$ cat src/rtl/pipeline_stage_reg.sv
// pipeline_stage_reg
// Flow-controlled pipeline stage register with a 2-entry skid buffer and
// stall / bubble / flush controls. It carries a WIDTH-bit payload between two
// pipeline stages using a valid/ready handshake. in_ready depends only on the
// stored state and control_signal, so it does not depend on out_ready.
//
// Parameters:
//   WIDTH       payload width in bits (1..128)
//   RESET_DATA  value shown on out_data after reset and after a flush
//
// Ports:
//   clk             rising-edge clock
//   rst             synchronous active-high reset
//   control_signal  00 transfer, 01 stall, 10 bubble, 11 flush
//   in_valid        upstream payload valid
//   in_data         upstream payload
//   in_ready        stage can accept this cycle
//   out_valid       downstream payload valid
//   out_data        downstream payload (main entry)
//   out_ready       downstream accepts this cycle
//   stall_count     saturating count of edges with data held but not drained
//                   (present only when PIPE_STAGE_STATS_EN is defined)
//
// Optional feature macro: PIPE_STAGE_STATS_EN

module pipeline_stage_reg #(
  parameter int unsigned      WIDTH      = 32,
  parameter logic [WIDTH-1:0] RESET_DATA = '0
) (
  input  logic             clk,
  input  logic             rst,
  input  logic [1:0]       control_signal,
  input  logic             in_valid,
  input  logic [WIDTH-1:0] in_data,
  output logic             in_ready,
  output logic             out_valid,
  output logic [WIDTH-1:0] out_data,
  input  logic             out_ready
`ifdef PIPE_STAGE_STATS_EN
  ,
  output logic [15:0]      stall_count
`endif
);

  localparam logic [1:0] CtlTransfer = 2'b00;
  localparam logic [1:0] CtlStall    = 2'b01;
  localparam logic [1:0] CtlFlush    = 2'b11;

  // Occupancy: StOne holds the main entry only, StFull holds main + skid.
  typedef enum logic [1:0] {StEmpty, StOne, StFull} state_e;

  state_e           state_q, state_d;
  logic [WIDTH-1:0] main_data_q, main_data_d;
  logic [WIDTH-1:0] skid_data_q, skid_data_d;

  logic main_valid;
  logic skid_valid;
  logic accept;
  logic drain;

  assign main_valid = (state_q != StEmpty);
  assign skid_valid = (state_q == StFull);

  assign in_ready  = !skid_valid && (control_signal == CtlTransfer);
  assign out_valid = main_valid && (control_signal != CtlStall);
  assign out_data  = main_data_q;

  // in_ready already excludes stall, bubble and flush, and out_valid excludes
  // stall, so both controls fall out of the transfer rules below.
  assign accept = in_valid && in_ready;
  assign drain  = out_valid && out_ready;

  always_comb begin
    state_d     = state_q;
    main_data_d = main_data_q;
    skid_data_d = skid_data_q;
    if (control_signal == CtlFlush) begin
      // Held data and same-cycle input are both discarded.
      state_d     = StEmpty;
      main_data_d = RESET_DATA;
    end else begin
      unique case (state_q)
        StEmpty: begin
          if (accept) begin
            state_d     = StOne;
            main_data_d = in_data;
          end
        end
        StOne: begin
          if (accept && drain) begin
            main_data_d = in_data;
          end else if (accept) begin
            state_d     = StFull;
            skid_data_d = in_data;
          end else if (drain) begin
            state_d = StEmpty;
          end
        end
        StFull: begin
          // No accept is possible here; the skid entry moves up on a drain.
          if (drain) begin
            state_d     = StOne;
            main_data_d = skid_data_q;
          end
        end
        default: begin
          state_d = StEmpty;
        end
      endcase
    end
  end

  always_ff @(posedge clk) begin
    if (rst) begin
      state_q     <= StEmpty;
      main_data_q <= RESET_DATA;
      skid_data_q <= '0;
    end else begin
      state_q     <= state_d;
      main_data_q <= main_data_d;
      skid_data_q <= skid_data_d;
    end
  end

`ifdef PIPE_STAGE_STATS_EN
  logic [15:0] stall_count_q, stall_count_d;

  always_comb begin
    stall_count_d = stall_count_q;
    if (main_valid && !drain && (stall_count_q != 16'hFFFF)) begin
      stall_count_d = stall_count_q + 16'd1;
    end
  end

  always_ff @(posedge clk) begin
    if (rst) begin
      stall_count_q <= '0;
    end else begin
      stall_count_q <= stall_count_d;
    end
  end

  assign stall_count = stall_count_q;
`endif

endmodule

$ cat config.mk
export PLATFORM = sky130hd
export DESIGN_NAME = pipeline_stage_reg
export DESIGN_NICKNAME = d
export VERILOG_FILES = /design/src/rtl/pipeline_stage_reg.sv
export SDC_FILE = /design/constraint.sdc
export NUM_CORES = 1
export LEC_CHECK = 0
export ABC_AREA = 1
export CORE_MARGIN = 2
export CORE_UTILIZATION = 51
export CTS_BUF_LIST = sky130_fd_sc_hd__clkbuf_16
export CTS_CLUSTER_SIZE = 24
export DETAILED_ROUTE_END_ITERATION = 6
export PLACE_DENSITY = 0.76
export SLEW_MARGIN = 20
export SYNTH_ARGS = -nofsm -noshare
export SYNTH_HDL_FRONTEND = slang
export SYNTH_SLANG_ARGS = --single-unit
$ cat constraint.sdc
create_clock -name clk -period 2 [get_ports clk]
set_clock_uncertainty 0.15 [all_clocks]
set_input_delay 0.2 -clock clk [delete_from_list [all_inputs] [get_ports clk]]
set_output_delay 0.2 -clock clk [all_outputs]
set_load 0.01 [all_outputs]
---- Word level (Yosys, flattened, before mapping) ----
Index checks and enable logic that the tools add are counted.
W data, S select, Z words.
word-level totals
  input bits .............................. 38
  output and inout port bits .............. 34
  logic and storage cells ................. 38
  register bits after elaboration ......... 66
operators by class
  bitwise logic cells ..................... 2
  multiplexer cells ....................... 10
  reductions and logical operators ........ 14
  equal/unequal tests ..................... 9
operator list
  cell                  count
  $mux W32              3
  $pmux W32 S3          1
  $reduce_and A4 Y1     3
  $mux W2               5
  $ne A2 B2 Y1 const B  3
  $pmux W2 S3           1
  $logic_and A1 B1 Y1   5
  $eq A2 B2 Y1 const B  2
  $logic_not A2 Y1      2
  $ne A2 B1 Y1 const B  2
  $ne A3 B3 Y1 const B  1
  $reduce_bool A3 Y1    1
  $eq A2 B1 Y1 const B  1
  $not A1 Y1            2
  $reduce_bool A2 Y1    1
  $reduce_or A2 Y1      1
  $logic_not A1 Y1      1

---- Longest topological paths before layout ----
Gate-level depths: netlist of the first run.
  depth in word-level cells ............... 7
  mapped depth ............................ 10
  depth with buffers taken out ............ 9

---- Worst setup path after synthesis of the first run ----
No wires, ideal clock.
  kind .................................... register to register
  from .................................... register state_q[0]
  to ...................................... register main_data_q[10], in the netlist out_data[10]
  required time ........................... 1735 ps
  cell stages (with the launch flop) ...... 9
  clock period less this slack ............ 1410 ps
  path buffers ............................ 1
  arrival ................................. 1145 ps
  setup time .............................. 115 ps
  path slack .............................. 590 ps
  cell sequence ........................... dfxtp_1 -> inv_2 -> nand2_2 -> nand3_1 -> nand2_1 -> clkbuf_1 -> nand3_1 -> nand2_1 -> nor2_1
between the ends
  longest elaborated chain between the ends .. 7
  elaborated cells on any way between the ends .. 16
  those cells by class .................... eq/ne (5); mux (1); reduce/logical (10)
RTL lines
  element                      RTL line  RTL
  start: declaration           52        state_e state_q, state_d;
  start signal: assignment     115       state_q <= StEmpty;
  start signal: assignment     119       state_q <= state_d;
  $eq A2 B2 Y1                 62, 82
  $logic_not A1 Y1             64        assign in_ready = !skid_valid && (control_signal == CtlTransfer);
  $logic_and A1 B1 Y1          64
  $logic_and A1 B1 Y1          70        assign accept = in_valid && in_ready;
  $logic_and A1 B1 Y1          90        if (accept && drain) begin
  $ne A2 B2 Y1 (no line)       n/a
  $reduce_and A4 Y1 (no line)  n/a
  end signal: assignment       120       main_data_q <= main_data_d;
  end: declaration             53        logic [WIDTH-1:0] main_data_q, main_data_d;
Parallel ways exist; a longest one is shown, timed or not.
A chain may end at the register's enable or synchronous reset.

---- Final worst setup path of the first run ----
  from .................................... input port control_signal[0]
  to ...................................... output port out_valid
between the ends
  longest elaborated chain between the ends .. 2
RTL lines
  element              RTL line  RTL
  start: declaration   32        input logic [1:0] control_signal,
  $ne A2 B1 Y1         65        assign out_valid = main_valid && (control_signal != CtlStall);
  $logic_and A1 B1 Y1  65
  end: declaration     36        output logic out_valid,
Every way passes these cells.

==> flow_summary.json, run 1 <==
{
  "die_area_um2": 7152,
  "period_minus_slack_ns": 1.824,
  "cp-end-kind": "output pin",
  "final_util_pct": 70.31,
  "maxSlewViolCount": 0,
  "finalCritPeriodShare_pct": 91.18,
  "setup_ws_ns": 0.1763,
  "min_path_cells": 2,
  "max_freq_ghz": 0.5483,
  "n_antenna_cell": 0,
  "ant_nets": 0,
  "grt_setup_unrepaired": "false",
  "min_path_type": "reg -> reg",
  "crit_slowest_cell": "clkdlybuf4s50_1",
  "pre_cts_ws_ns": 0.02873,
  "p_total_mw": 3.426,
  "drt_iter0_markers": 142,
  "cp_max_fo": 6,
  "critPathLaunchType": "primary input",
  "setup_viol": 0,
  "num_rows": 29,
  "drc": 0,
  "cts_tree": "built",
  "cp.depth": 3,
  "postCtsSetupBuffers": 0,
  "path_cells": "clkdlybuf4s50_1, a21oi_1, clkdlybuf4s50_1",
  "r2r_cells": 9,
  "yosys_register_bits": 66,
  "crit_path_frequent_cell": "clkdlybuf4s50_1",
  "clk_pin_slew_ns": 0.05,
  "dpl_cell_area_um2": 4125,
  "initial_core_util_pct": 52.44,
  "p_leak_nw": 2.090,
  "clk_latency_ns": 0.32,
  "grt.overflow.total": 0,
  "fin_tns_setup_ns": 0,
  "ir_drop_uv": 603.1,
  "wire_per_inst_um": 11.38,
  "htreeDepth": 3,
  "dpl.hpwl_mm": 4.921,
  "ys_seq_area_share_pct": 39.91,
  "syn-mean-instance-area_um2": 6.075,
  "cp_top_family": "buffers and inverters",
  "maxSlewHeadroom_pct": 74.79,
  "synth_warnings": 0,
  "cts.path.max_buffers": 2,
  "design_area_um2": 4439,
  "hold_viol": 0,
  "io_pins": 72,
  "tightest_slew_ns": 0.3781,
  "avgViaCountPerCell": 4.726,
  "cts_resized": 0,
  "gp_congestion": 0.8215,
  "numPlacedInstances": 673,
  "power_density_nw_per_um2": 771.7,
  "grt_usage_pct": 23.05,
  "synthesis.nets": 583,
  "grt_pass1_vias": 3025,
  "final_nets": 645,
  "grt_pass1_wl_mm": 13.28,
  "path_buf_inv": 2,
  "outcome": "finished clean",
  "fp.dieW_um": 84.57,
  "drtPass1Iterations": 4,
  "synth.distinct_cells": 17,
  "worstPathArrival_ns": 1.47,
  "cts_made_buffers": 9,
  "drive_above_1_share_pct": 5.882,
  "vias": 3256,
  "area_delta_synth_final_pct": 34.09,
  "syn-cell-area_um2": 3311,
  "cts_num_sinks": 66,
  "critPathMaxStageDelay_ns": 0.55,
  "clockRootBuffer": "clkbuf_16",
  "hold_ws_ns": 0.3271,
  "final_cells": 689,
  "antenna_found_initial": 0,
  "syn_inst": 545,
  "chipHeight_um": 84.57,
  "wl_mm": 7.841,
  "hold_buffers": 0,
  "crit_required_ns": 1.65,
  "grt_max_degree": 43,
  "critPathKind": "in -> out",
  "io_buffers": 71,
  "core_area_um2": 6314,
  "max-cap-violations": 0
}
==> per-layer routing <==
metal	global-route usage [%]	up-vias	wire, um
li1	-	1748	-
met1	28.33	1421	3664
met2	38.87	76	3715
met3	5.310	11	333
met4	9.524	0	128
met5	0	-	0
==> synth_stat cells <==
library cell / number / area, um2
nor3_1: 1 / 5.000
clkbuf_1: 4 / 15.01
nand2_1: 201 / 754.5
nand3_1: 34 / 170.2
buf_1: 3 / 11.26
inv_1: 50 / 187.7
nand4_2: 1 / 12.51
dfxtp_1: 66 / 1321
nor2_1: 101 / 379.1
inv_2: 4 / 15.01
buf_6: 6 / 67.56
clkinv_1: 17 / 63.81
buf_4: 6 / 45.04
nor2_4: 1 / 11.26
a21oi_1: 36 / 180.2
buf_2: 13 / 65.06
nand2_2: 1 / 6.260
==> area by class of cell <==
class                           count  area [um2]
Fill cell                         535        1874
Tap cell                           77       96.34
Clock inverter                      7       86.33
Sequential cell                    66        1321
Clock buffer                        9       225.2
Timing Repair Buffer               83       903.4
Inverter                           71       266.5
Multi-Input combinational cell    376        1540
==> registers in the layout, indices dropped and copies added, names as in the netlist <==
signal / flops
out_data: 32
skid_data_q: 32
state_q: 2
==> final timing paths <==
path / start / end / slack, ns
setup / recovery: control_signal[0] / out_valid / 0.18
hold / removal: out_data[28]$_SDFFE_PP0P_ / out_data[28]$_SDFFE_PP0P_ / 0.33
setup reg to reg: state_q[0]$_SDFFE_PP0P_ / out_data[21]$_SDFFE_PP0P_ / 0.44
hold reg to reg: out_data[28]$_SDFFE_PP0P_ / out_data[28]$_SDFFE_PP0P_ / 0.33
==> layout by cell type, fill, tap and decap left out <==
master and n:
a21oi_1 35, a21oi_4 1, buf_12 8, buf_4 4, bufinv_16 2, clkbuf_16 9
clkdlybuf4s50_1 70, clkinv_1 17, clkinv_2 2, clkinv_4 1, dfxtp_1 66, dlymetal6s2s_1 1
inv_1 52, inv_2 4, nand2_1 200, nand2_2 2, nand3_1 34, nand4_2 1
nor2_1 100, nor2_4 2, nor3_1 1
==> where the power goes <==
part	leakage (nW)	switching [mW]	internal (mW)
sequential	0.534	0.0180	1.35
clock	0.162	0.567	1.08
combinational	1.39	0.202	0.211
total	2.09	0.787	2.64
==> cells by family after synthesis <==
logic type | Yosys count | synth area share (%)
AO/OA/AOI/OAI | 36 | 5.442
buffers and inverters | 103 | 14.21
flip-flops | 66 | 39.91
AND/OR/NAND/NOR | 340 | 40.44
==> tightest hold or removal path: stages (launching register included) <==
cell	delay [ns]
dfxtp_1	0.32
a21oi_1	0.04
nor2_1	0.08
No activity file was read; power rests on OpenSTA's default activity.
==> run 2: changes to the inputs <==
--- a/config.mk
+++ b/config.mk
@@ -9,7 +9,6 @@
 export CORE_MARGIN = 2
 export CORE_UTILIZATION = 51
 export CTS_BUF_LIST = sky130_fd_sc_hd__clkbuf_16
-export CTS_CLUSTER_SIZE = 24
 export DETAILED_ROUTE_END_ITERATION = 6
 export PLACE_DENSITY = 0.76
 export SLEW_MARGIN = 20
==> results of run 2 <==
Final layout, timing and power as in run 1 (identical DEF).
==> run 3: changes to the inputs <==
--- a/config.mk
+++ b/config.mk
@@ -7,10 +7,11 @@
 export LEC_CHECK = 0
 export ABC_AREA = 1
 export CORE_MARGIN = 2
-export CORE_UTILIZATION = 51
+export CORE_UTILIZATION = 55
 export CTS_BUF_LIST = sky130_fd_sc_hd__clkbuf_16
 export DETAILED_ROUTE_END_ITERATION = 6
-export PLACE_DENSITY = 0.76
+export MAX_ROUTING_LAYER = met4
+export PLACE_DENSITY = 0.82
 export SLEW_MARGIN = 20
 export SYNTH_ARGS = -nofsm -noshare
 export SYNTH_HDL_FRONTEND = slang
==> constraint.sdc (replaced) <==
create_clock -name clk -period 2.12 [get_ports clk]
set_clock_uncertainty 0.15 [all_clocks]
set_input_delay 0.212 -clock clk [delete_from_list [all_inputs] [get_ports clk]]
set_output_delay 0.212 -clock clk [all_outputs]
set_load 0.01 [all_outputs]
==> run 3 against run 2 <==
Combinational power down 5.8%. Hold slack worse by 0.0012 ns. Flip-flop and latch count unchanged. Global-route usage up 3.0 points. Setup slack worse by 0.033 ns. Register-to-register slack better by 0.03 ns. Sequential power down 6%. Die area down 6.9%.
==> flow_summary.json, run 3 (synthesis results as in run 1) <==
{
  "grt_pass1_vias": 3066,
  "grt_max_degree": 40,
  "fp.dieW_um": 81.59,
  "num_rows": 28,
  "avgViaCountPerCell": 4.864,
  "final_cells": 686,
  "cts.path.max_buffers": 2,
  "gp_congestion": 0.8011,
  "drtPass1Iterations": 5,
  "cts_made_buffers": 9,
  "p_leak_nw": 2.056,
  "power_density_nw_per_um2": 733.1,
  "io_buffers": 71,
  "cts_tree": "built",
  "area_delta_synth_final_pct": 32.92,
  "outcome": "finished clean",
  "startpoint": "state_q[0]$_SDFFE_PP0P_",
  "final_common_cell": "nand2_1",
  "min_path_cells": 2,
  "initial_core_util_pct": 56.25,
  "grt_setup_unrepaired": "false",
  "tightest_slew_ns": 0.3836,
  "ff2ff_setup_slack_ns": 0.47,
  "dpl_cell_area_um2": 4090,
  "comb_power_share_pct": 12.1,
  "max-cap-violations": 0,
  "min_path_type": "reg -> reg",
  "fin_tns_setup_ns": 0,
  "maxSlewHeadroom_pct": 74.37,
  "antenna_found_initial": 0,
  "swShare_pct": 22.97,
  "n_antenna_cell": 0,
  "drt_iter0_markers": 210,
  "clk_latency_ns": 0.32,
  "vias": 3337,
  "rr_startpoint": "state_q[0]$_SDFFE_PP0P_",
  "core_area_um2": 5886,
  "clockPowerShare_pct": 47.9,
  "die_area_um2": 6656,
  "hold_viol": 0,
  "period_minus_slack_ns": 1.976,
  "grt_usage_pct": 26.09,
  "setup_viol": 0,
  "worstPathArrival_ns": 1.61,
  "critPathKind": "reg -> out",
  "max_freq_ghz": 0.5060,
  "switching_power_mw": 0.7410,
  "clockRootBuffer": "clkbuf_16",
  "dpl.hpwl_mm": 5.024,
  "io_pins": 72,
  "final_cell_mix": "nand2_1 (200), nor2_1 (100), clkdlybuf4s50_1 (71)",
  "drive_above_1_share_pct": 5.728,
  "final_nets": 644,
  "wire_per_inst_um": 11.64,
  "p_seq_share_pct": 40.0,
  "r2r_cells": 9,
  "wl_mm": 7.987,
  "ant_nets": 0,
  "hp-start": "out_data[8]$_SDFFE_PP0P_",
  "numPlacedInstances": 670,
  "cts_num_sinks": 66,
  "hold_buffers": 0,
  "cp-end-kind": "output pin",
  "design_area_um2": 4400,
  "cp_max_fo": 4,
  "finalCritPeriodShare_pct": 93.22,
  "crit_required_ns": 1.76,
  "grt.overflow.total": 0,
  "chipHeight_um": 81.59,
  "grt_pass1_wl_mm": 13.14,
  "maxSlewViolCount": 0,
  "critPathLaunchType": "flip-flop",
  "drc": 0,
  "htreeDepth": 3,
  "hold_ws_ns": 0.3259,
  "p_int_mw": 2.485,
  "postCtsSetupBuffers": 0,
  "ir_drop_uv": 580.2,
  "clk_pin_slew_ns": 0.06,
  "cts_resized": 0
}
-- run 3: power by group through the flow --
stage / registers (mW) / clock network, mW / logic, mW
floorplan: 1.33 / 0 / 0.193
global placement: 1.32 / 0 / 0.378
detailed placement: 1.32 / 0 / 0.387
CTS: 1.29 / 1.57 / 0.391
global route: 1.29 / 1.61 / 0.436
finish: 1.29 / 1.55 / 0.389
-- run 3: worst paths after layout --
path / end
setup / recovery: in_ready
hold / removal: out_data[8]$_SDFFE_PP0P_
setup reg to reg: out_data[8]$_SDFFE_PP0P_
hold reg to reg: out_data[8]$_SDFFE_PP0P_
-- run 3: worst max-delay path, cell delays in order, from the launching register on --
cell             delay [ns]
dfxtp_1                0.42
inv_2                  0.06
nand2_2                0.09
inv_2                  0.04
nor3_1                 0.13
clkdlybuf4s50_1        0.56
-- run 3: per-stage QoR --
step / power [mW] / worst slack [ns] / utilization [%]
after floorplan: 1.519 / 0.7103 / -
after global placement: 1.694 / 0.2155 / 69.49
after detailed placement: 1.703 / 0.1537 / 69.49
after CTS: 3.247 / 0.1418 / 74.77
after global routing: 3.338 / 0.04243 / 74.77
final: 3.226 / 0.1438 / 74.77
-- run 3: per-layer routing --
layer | share of wire [%] | GRT usage (%) | wire length, um
met4 | 0.93 | 8.833 | 74
met3 | 5.5 | 6.374 | 439
met2 | 50 | 42.95 | 3970
met5 | 0 | - | 0
met1 | 44 | 31.39 | 3503
-- run 3: layout make-up --
type / instances / area [um2]
fill: 453 / 1485
sequential: 66 / 1321
clock buffer: 9 / 225.2
inverter: 71 / 266.5
multi-input combinational: 376 / 1540
tap: 75 / 93.84
timing repair buffer: 82 / 868.3
clock inverter: 7 / 85.08
